[config.mk]
export PLATFORM = sky130hd
export DESIGN_NAME = program_loader
export DESIGN_NICKNAME = d
export VERILOG_FILES = /design/src/rtl/loader_pkg.sv /design/src/rtl/word_packer.sv /design/src/rtl/program_loader.sv
export SDC_FILE = /design/constraint.sdc
export NUM_CORES = 1
export LEC_CHECK = 0
export CAP_MARGIN = 20
export CORE_UTILIZATION = 59
export CTS_CLUSTER_DIAMETER = 80
export DETAILED_ROUTE_END_ITERATION = 12
export PLACE_DENSITY = 0.84
export SYNTH_ARGS = -nofsm -noshare
export SYNTH_HDL_FRONTEND = slang
export SYNTH_SLANG_ARGS = --single-unit
[constraint.sdc]
create_clock -name clk -period 4.45 [get_ports clk]
set_input_delay 0.89 -clock clk [delete_from_list [all_inputs] [get_ports clk]]
set_output_delay 0.89 -clock clk [all_outputs]
set_load 0.05 [all_outputs]
[src/rtl/loader_pkg.sv]
// loader_pkg: shared state encoding and UART acknowledge bytes for the program loader.
package loader_pkg;
    typedef enum logic [2:0] {IDLE, HDR, LOAD, CSUM, ACK, DONE, ERROR} state_t;
    localparam logic [7:0] ACK_BYTE = 8'h06;
    localparam logic [7:0] NAK_BYTE = 8'h15;
endpackage

[src/rtl/word_packer.sv]
// word_packer: packs a little-endian byte stream into 32-bit words, one word per 4 bytes.
module word_packer (
    input  logic        clk,
    input  logic        rst,
    input  logic        clr,
    input  logic        in_valid,
    input  logic [7:0]  in_data,
    output logic        word_valid,
    output logic [31:0] word
);
    logic [1:0]  cnt_q, cnt_d;
    logic [23:0] sr_q, sr_d;
    always_comb begin
        cnt_d      = clr ? 2'd0 : in_valid ? cnt_q + 2'd1 : cnt_q;
        sr_d       = clr ? 24'd0 : in_valid ? {in_data, sr_q[23:8]} : sr_q;
        word_valid = in_valid && cnt_q == 2'd3;
        word       = {in_data, sr_q};
    end
    always_ff @(posedge clk) begin
        if (rst) begin
            cnt_q <= '0;
            sr_q  <= '0;
        end else begin
            cnt_q <= cnt_d;
            sr_q  <= sr_d;
        end
    end
endmodule

[src/rtl/program_loader.sv]
// program_loader: UART boot loader writing a length-prefixed program into instruction memory.
// Define LOADER_CHECKSUM_EN to require a trailing XOR checksum byte after the payload.
module program_loader
    import loader_pkg::*;
#(
    parameter int ADDR_W      = 12,
    parameter int TIMEOUT_CYC = 1000000
) (
    input  logic              clk,
    input  logic              rst,
    input  logic              rx_valid,
    input  logic [7:0]        rx_data,
    output logic              imem_we,
    output logic [ADDR_W-1:0] imem_addr,
    output logic [31:0]       imem_wdata,
    output logic              core_rst,
    output logic              tx_valid,
    output logic [7:0]        tx_data,
    input  logic              tx_ready,
    output logic              busy,
    output logic              err
);
    localparam int          CW    = ADDR_W + 1;
    localparam int          TW    = $clog2(TIMEOUT_CYC + 1);
    localparam logic [32:0] DEPTH = 33'(1) << ADDR_W;
`ifdef LOADER_CHECKSUM_EN
    localparam state_t AFTER_LOAD = CSUM;
`else
    localparam state_t AFTER_LOAD = ACK;
`endif

    state_t            state_q, state_d;
    logic [CW-1:0]     word_cnt_q, word_cnt_d, n_q, n_d;
    logic [TW-1:0]     tmo_q, tmo_d;
    logic              imem_we_q, imem_we_d, tx_valid_q, tx_valid_d, sent_q, sent_d;
    logic              core_rst_q, core_rst_d, busy_q, busy_d, err_q, err_d;
    logic [ADDR_W-1:0] imem_addr_q, imem_addr_d;
    logic [31:0]       imem_wdata_q, imem_wdata_d, word;
    logic [7:0]        tx_data_q, tx_data_d;
    logic              accept, word_valid;

    assign accept = rx_valid && (state_q inside {IDLE, HDR, LOAD});

    word_packer u_packer (
        .clk        (clk),
        .rst        (rst),
        .clr        (state_q == ERROR),
        .in_valid   (accept),
        .in_data    (rx_data),
        .word_valid (word_valid),
        .word       (word)
    );

`ifdef LOADER_CHECKSUM_EN
    logic [7:0] csum_q, csum_d;
    always_comb csum_d = (state_q == LOAD && rx_valid) ? csum_q ^ rx_data : csum_q;
    always_ff @(posedge clk) csum_q <= rst ? 8'd0 : csum_d;
`endif

    always_comb begin
        state_d      = state_q;
        word_cnt_d   = word_cnt_q;
        n_d          = n_q;
        tmo_d        = '0;
        imem_we_d    = 1'b0;
        imem_addr_d  = imem_addr_q;
        imem_wdata_d = imem_wdata_q;
        tx_valid_d   = tx_valid_q;
        tx_data_d    = tx_data_q;
        sent_d       = sent_q;
        case (state_q)
            IDLE: if (rx_valid) state_d = HDR;
            HDR: if (word_valid) begin
                state_d    = word == '0 ? AFTER_LOAD : {1'b0, word} > DEPTH ? ERROR : LOAD;
                word_cnt_d = '0;
                n_d        = word[CW-1:0];
            end
            LOAD: if (word_valid) begin
                imem_we_d    = 1'b1;
                imem_addr_d  = word_cnt_q[ADDR_W-1:0];
                imem_wdata_d = word;
                word_cnt_d   = word_cnt_q + CW'(1);
                if (word_cnt_q == n_q - CW'(1)) state_d = AFTER_LOAD;
            end
`ifdef LOADER_CHECKSUM_EN
            CSUM: if (rx_valid) state_d = rx_data == csum_q ? ACK : ERROR;
`endif
            ACK: if (!tx_valid_q) begin
                tx_valid_d = 1'b1;
                tx_data_d  = ACK_BYTE;
            end else if (tx_ready) begin
                tx_valid_d = 1'b0;
                state_d    = DONE;
            end
            // the NAK goes out exactly once; sent_q keeps ERROR quiet afterwards
            ERROR: if (!sent_q && !tx_valid_q) begin
                tx_valid_d = 1'b1;
                tx_data_d  = NAK_BYTE;
            end else if (tx_valid_q && tx_ready) begin
                tx_valid_d = 1'b0;
                sent_d     = 1'b1;
            end
            default: ;
        endcase
        if (state_q inside {HDR, LOAD, CSUM}) begin
            tmo_d = rx_valid ? '0 : tmo_q + TW'(1);
            if (!rx_valid && tmo_q == TW'(TIMEOUT_CYC - 1)) state_d = ERROR;
        end
        core_rst_d = state_d != DONE;
        busy_d     = state_d inside {HDR, LOAD, CSUM, ACK};
        err_d      = err_q || state_d == ERROR;
    end

    always_ff @(posedge clk) begin
        if (rst) begin
            state_q      <= IDLE;
            word_cnt_q   <= '0;
            n_q          <= '0;
            tmo_q        <= '0;
            imem_we_q    <= 1'b0;
            imem_addr_q  <= '0;
            imem_wdata_q <= '0;
            tx_valid_q   <= 1'b0;
            tx_data_q    <= '0;
            sent_q       <= 1'b0;
            core_rst_q   <= 1'b1;
            busy_q       <= 1'b0;
            err_q        <= 1'b0;
        end else begin
            state_q      <= state_d;
            word_cnt_q   <= word_cnt_d;
            n_q          <= n_d;
            tmo_q        <= tmo_d;
            imem_we_q    <= imem_we_d;
            imem_addr_q  <= imem_addr_d;
            imem_wdata_q <= imem_wdata_d;
            tx_valid_q   <= tx_valid_d;
            tx_data_q    <= tx_data_d;
            sent_q       <= sent_d;
            core_rst_q   <= core_rst_d;
            busy_q       <= busy_d;
            err_q        <= err_d;
        end
    end

    assign imem_we    = imem_we_q;
    assign imem_addr  = imem_addr_q;
    assign imem_wdata = imem_wdata_q;
    assign core_rst   = core_rst_q;
    assign tx_valid   = tx_valid_q;
    assign tx_data    = tx_data_q;
    assign busy       = busy_q;
    assign err        = err_q;
endmodule

Word level (Yosys, flattened, before mapping)
Cells that the tools add are included.

word-level totals
  flip-flop bits (word level) = 133
  input port bits = 12
  output and inout bits = 57
  logic and storage cells = 90

cells by class
  add/subtract/negate cells = 4
  magnitude comparators = 1
  equality and inequality tests = 19
  mux-type cells = 23
  bitwise gates (word level) = 3
  reductions and logical operators = 25

operators by type and width
  cell                     number
  $gt A32 B13 Y1 const B   1
  $logic_not A32 Y1        1
  $mux W3                  10
  $mux W13                 2
  $pmux W13 S2             1
  $add A20 B1 Y20 const B  1
  $eq A20 B20 Y1 const B   1
  $mux W8                  2
  $pmux W8 S2              1
  $add A13 B1 Y13 const B  1
  $eq A13 B13 Y1           1
  $sub A13 B1 Y13 const B  1
  $eq A3 B2 Y1 const B     4
  $eq A3 B3 Y1 const B     4
  $pmux W3 S4              1
  $reduce_and A3 Y1        3
  $eq A3 B1 Y1 const B     2
  $ne A3 B3 Y1 const B     2
  $reduce_and A2 Y1        3
  $reduce_bool A3 Y1       2
  $logic_and A1 B1 Y1      5
  $mux W1                  5
  $ne A2 B1 Y1 const B     2
  $ne A2 B2 Y1 const B     2
  other kinds (11)         17

Logic depth before layout (Yosys ltp)
  depth in word-level cells = 10
  depth in mapped cells = 10
  mapped depth without buffers = 9

Cells and area by module
Synthesis repeated with hierarchy kept, for this count alone.

unflattened totals
  cells, all modules = 664
  area, all modules = 5676.7 µm²

modules (own cells, without submodules)
  module          instances  cells each  area each (µm²)  seq. area each (µm²)
  program_loader  1          569         4636.9           2042.0
  word_packer     1          95          1039.7           520.5

Worst setup path before layout
OpenSTA, ideal clock, no wires.

  kind = input to register
  start = in rx_data[7]
  end = reg busy_q (netlist: busy)
  library setup time = 0.072 ns
  arrival time = 2.372 ns
  required time = 4.378 ns
  path slack = 2.007 ns
  cell stages on the path = 6
  path buffers = 0
  cells stage by stage = or3_1 -> or2_2 -> o31ai_1 -> nand3b_1 -> or3_1 -> mux2i_1

between the ends
  word-level cells in the longest chain between the ends = 9
  elaborated cells on any way between the ends = 13
  classes of those cells = order compare (1); eq/ne (4); mux (6); reduce/logical (2)

ends and longest elaborated chain
  what                                  RTL line               text
  start, declared                       program_loader.sv:12   input logic [7:0] rx_data,
  $gt A32 B13 Y1                        program_loader.sv:74   state_d = word == '0 ? AFTER_LOAD : {1'b0, word} > DEPTH ? ERROR : LOAD;
  $mux W3                               program_loader.sv:74
  $mux W3 *                             program_loader.sv:74
  $mux W3 *                             program_loader.sv:73   HDR: if (word_valid) begin
  $pmux W3 S4 *                         program_loader.sv:71   case (state_q)
  $mux W3                               program_loader.sv:107  if (!rx_valid && tmo_q == TW'(TIMEOUT_CYC - 1)) state_d = ERROR;
  $mux W3 *                             program_loader.sv:105  if (state_q inside {HDR, LOAD, CSUM}) begin
  $eq A3 B1 Y1 (tied with other cells)  program_loader.sv:110  busy_d = state_d inside {HDR, LOAD, CSUM, ACK};
  $reduce_bool A4 Y1 *                  program_loader.sv:110
  end signal, assigned                  program_loader.sv:141  busy_q <= busy_d;
  end, declared                         program_loader.sv:36   logic core_rst_q, core_rst_d, busy_q, busy_d, err_q, err_d;

Every way passes the cells marked *; elsewhere a longest branch is shown, timed or not.
A chain may end at the register's enable or synchronous reset.

Worst setup path after layout
  start = in rx_valid
  end = reg word_cnt_q[2]

between the ends
  word-level cells in the longest chain between the ends = 4
  elaborated cells on any way between the ends = 5
  classes of those cells = eq/ne (2); reduce/logical (3)

ends and longest elaborated chain
  what                                  RTL line               text
  start, declared                       program_loader.sv:11   input logic rx_valid,
  $logic_and A1 B1 Y1 *                 program_loader.sv:42   assign accept = rx_valid && (state_q inside {IDLE, HDR, LOAD});
  $logic_and A1 B1 Y1 *                 word_packer.sv:16      word_valid = in_valid && cnt_q == 2'd3;
  $ne A2 B1 Y1 (no source line)         n/a
  $reduce_and A3 Y1 (no source line) *  n/a
  end signal, assigned                  program_loader.sv:131  word_cnt_q <= word_cnt_d;
  end, declared                         program_loader.sv:33   logic [CW-1:0] word_cnt_q, word_cnt_d, n_q, n_d;

Marks and branches as above.

==> reports/qor.yml <==
outcome:
  outcome: "complete, but fails checks"
  violations: "design-rule violations"
yosys:
  netlist_area_um2: 5440
  synth_adder_area_share_pct: 0.920
  yosys.area_share.simple_pct: 26.7
  synth_enable_flop_cells: 0
  synth_top_flop_cell: "dfxtp_1"
  synth_seq_area_share_pct: 47.1
  ys_types: 54
  synth_top_area_cell: "dfxtp_1"
  synthTopCellsByArea: "dfxtp_1 (47%), nand2_1 (12%), a21oi_1 (9.0%)"
  synth_xor_area_share_pct: 5.80
  async_flop_share_pct: 0
  avgSynthCellArea_um2: 7.94
  yosysTopAreaCellShare_pct: 47.1
  yosys_warnings: 0
  synth_top_family_by_area: "simple AND/OR/NAND/NOR gates"
  syn_inst: 685
  yosys-mux-area-fraction_pct: 0.552
  ys_ff_latch: 128
  synth-compound-area-share_pct: 14.7
finish:
  drive_above_1_share_pct: 6.58
  syn_to_final_growth_pct: 24.1
  final_nets: 750
  fin_area_um2: 6750
  fin_util_pct: 76.6
  multi_input_area_um2: 2660
  diodes: 0
  nFillCells: 614
  final_cell_mix: "nand2_1 (172), dfxtp_1 (128), a21oi_1 (98)"
  layout_commonest_cell: "nand2_1"
  seq_area_um2: 2560
timing:
  setup_viol: 0
  setup-tns-final_ps: 0
  min_period_over_period_pct: 66.8
  fin_worst_skew_ps: 7.67
  finalHoldViolations: 0
  rsz0062_at_grt: "no"
  fin_hold_ws_ps: 454
  slew-limit-headroom_pct: 41.3
  slew_viol_final: 0
  fmax_mhz: 337
  tightestPinTransition_ps: 879
  layout_min_cycle_time_ps: 2970
route:
  viasPerCell: 6.08
  antenna_left: 0
  drc: 2
  wl_per_cell_um: 16.2
  vias: 5182
  drt_iter0_drc: 431
  wl_mm: 13.8
  dr.pass1.iters: 10
power:
  ir_drop_mv: 0.319
  p_per_area_nw_per_um2: 423
  power.leakage_uw: 0.00230
die:
  start_util_pct: 61.8
  rows: 34
  dieHeight_um: 98
  die_area_um2: 9600
  ios: 69
  core_area_um2: 8810
  die_w_um: 98
clock_tree:
  post-cts-setup-buffer-count: 0
  cts-buffers-inserted: 17
  cts_tree: "yes"
  cts.sinks: 128
  clock_latency_ps: 510
  cts_root_buf: "clkbuf_8"
  htree_levels: 4
  cts_resized: 0
  clk_pin_slew_ps: 60
  ctsHoldBuffers: 0
  cts_max_path_buffers: 2
worst_hold_path:
  hold_start: "imem_wdata[23]"
  hold_class: "reg -> reg"
placed_design:
  postPlaceCellArea_um2: 6070
  io_buffers: 64
  hpwl_mm: 8.64
  gp_congestion: 0.910
global_route:
  track_usage_pct: 29.8
  globalRouteOverflowTotal: 0
  grt_pass1_wl_mm: 23.1
  antenna_found_initial: 0
  first_global_vias: 4936
  grt_max_degree: 78
setup_path:
  cp_data_arrival_time_ps: 3330
  end_kind: "register"
  crit_fanout: 48
  critical_path_class: "in -> reg"
  reg2reg_from: "n_q[0]"
  cp.required_ps: 4810
  critPathLaunchType: "primary input"
  worstSetupStartpoint: "rx_valid"
job:
  cap_viol_max_count: 0
## flip-flops by register name, summed over array words and instances, names as in the netlist, 2 cells and up
register        cells
imem_wdata         32
u_packer.sr_q      24
tmo_q              20
n_q                13
word_cnt_q         13
imem_addr          12
state_q             3
tx_data             3
u_packer.cnt_q      2
## cell type report
class / instances / area share (%)
inverters: 11 / 0.612
flip-flops and latches: 128 / 38.0
repair buffers: 69 / 9.97
multi-input cells: 507 / 39.5
clock buffers: 17 / 6.14
clock inverters: 13 / 3.86
well taps: 108 / 2.00
## metal layers
metal  routed length, µm  vias up  GRT usage (%)  share of wire [%]
met5                   0        -              0                  0
met4                 409        0           13.2                3.0
met3                 810       55           6.23                5.9
met2                7080      240           52.9                 51
met1                5520     2461           34.6                 40
li1                    -     2426              -                  -
## critical path: stages
cell,delay [ps]
clkdlybuf4s50_1,560
nor2b_1,220
and2_1,150
buf_4,290
nand2_1,140
nor2_2,100
buf_4,420
nor2_1,170
o21ai_0,250
a21oi_1,110
## metrics by stage
stage	total power, µW	setup slack (ps)	cells
CTS	2860	1520	853
global route	2920	1230	853
global placement	1280	1200	823
floorplan	1250	2010	688
finish	2850	1480	853
detailed placement	1280	1060	823
## final timing paths
path | endpoint | cells after the start | slack [ps]
max | word_cnt_q[2] | 10 | 1480
min | imem_wdata[23] | 2 | 450
max reg2reg | err | 9 | 1520
min reg2reg | imem_wdata[23] | 2 | 450
## logic make-up after synthesis
family	Yosys count
multiplexers	3
other	1
AND/OR/NAND/NOR	315
adder cells (fa/ha/maj)	4
XOR/XNOR	36
buffers and inverters	53
flip-flops	128
AO/OA/AOI/OAI	145
## cell usage after synthesis, types with 3 or more instances
| cell type | n |
|---|---|
| inv_1 | 11 |
| a21oi_1 | 98 |
| nor3_1 | 12 |
| mux2i_1 | 3 |
| nand3b_1 | 5 |
| clkbuf_1 | 32 |
| and3_1 | 7 |
| nor4_1 | 12 |
| dfxtp_1 | 128 |
| nor3b_1 | 3 |
| nor2_1 | 49 |
| nand4_1 | 11 |
| xnor2_1 | 19 |
| nand3_1 | 14 |
| ha_1 | 4 |
| buf_1 | 3 |
| buf_4 | 5 |
| o21ai_0 | 26 |
| or3_1 | 8 |
| xor2_1 | 17 |
| nand2_1 | 172 |
| nor4_2 | 3 |
| a211oi_1 | 3 |
## power breakdown
| part | internal [µW] | switching [µW] |
|---|---|---|
| clock network | 1080 | 514 |
| logic | 27.3 | 61.0 |
| registers | 1160 | 14.3 |
| total | 2260 | 589 |
Note: power is estimated with default switching activity, not from simulation.
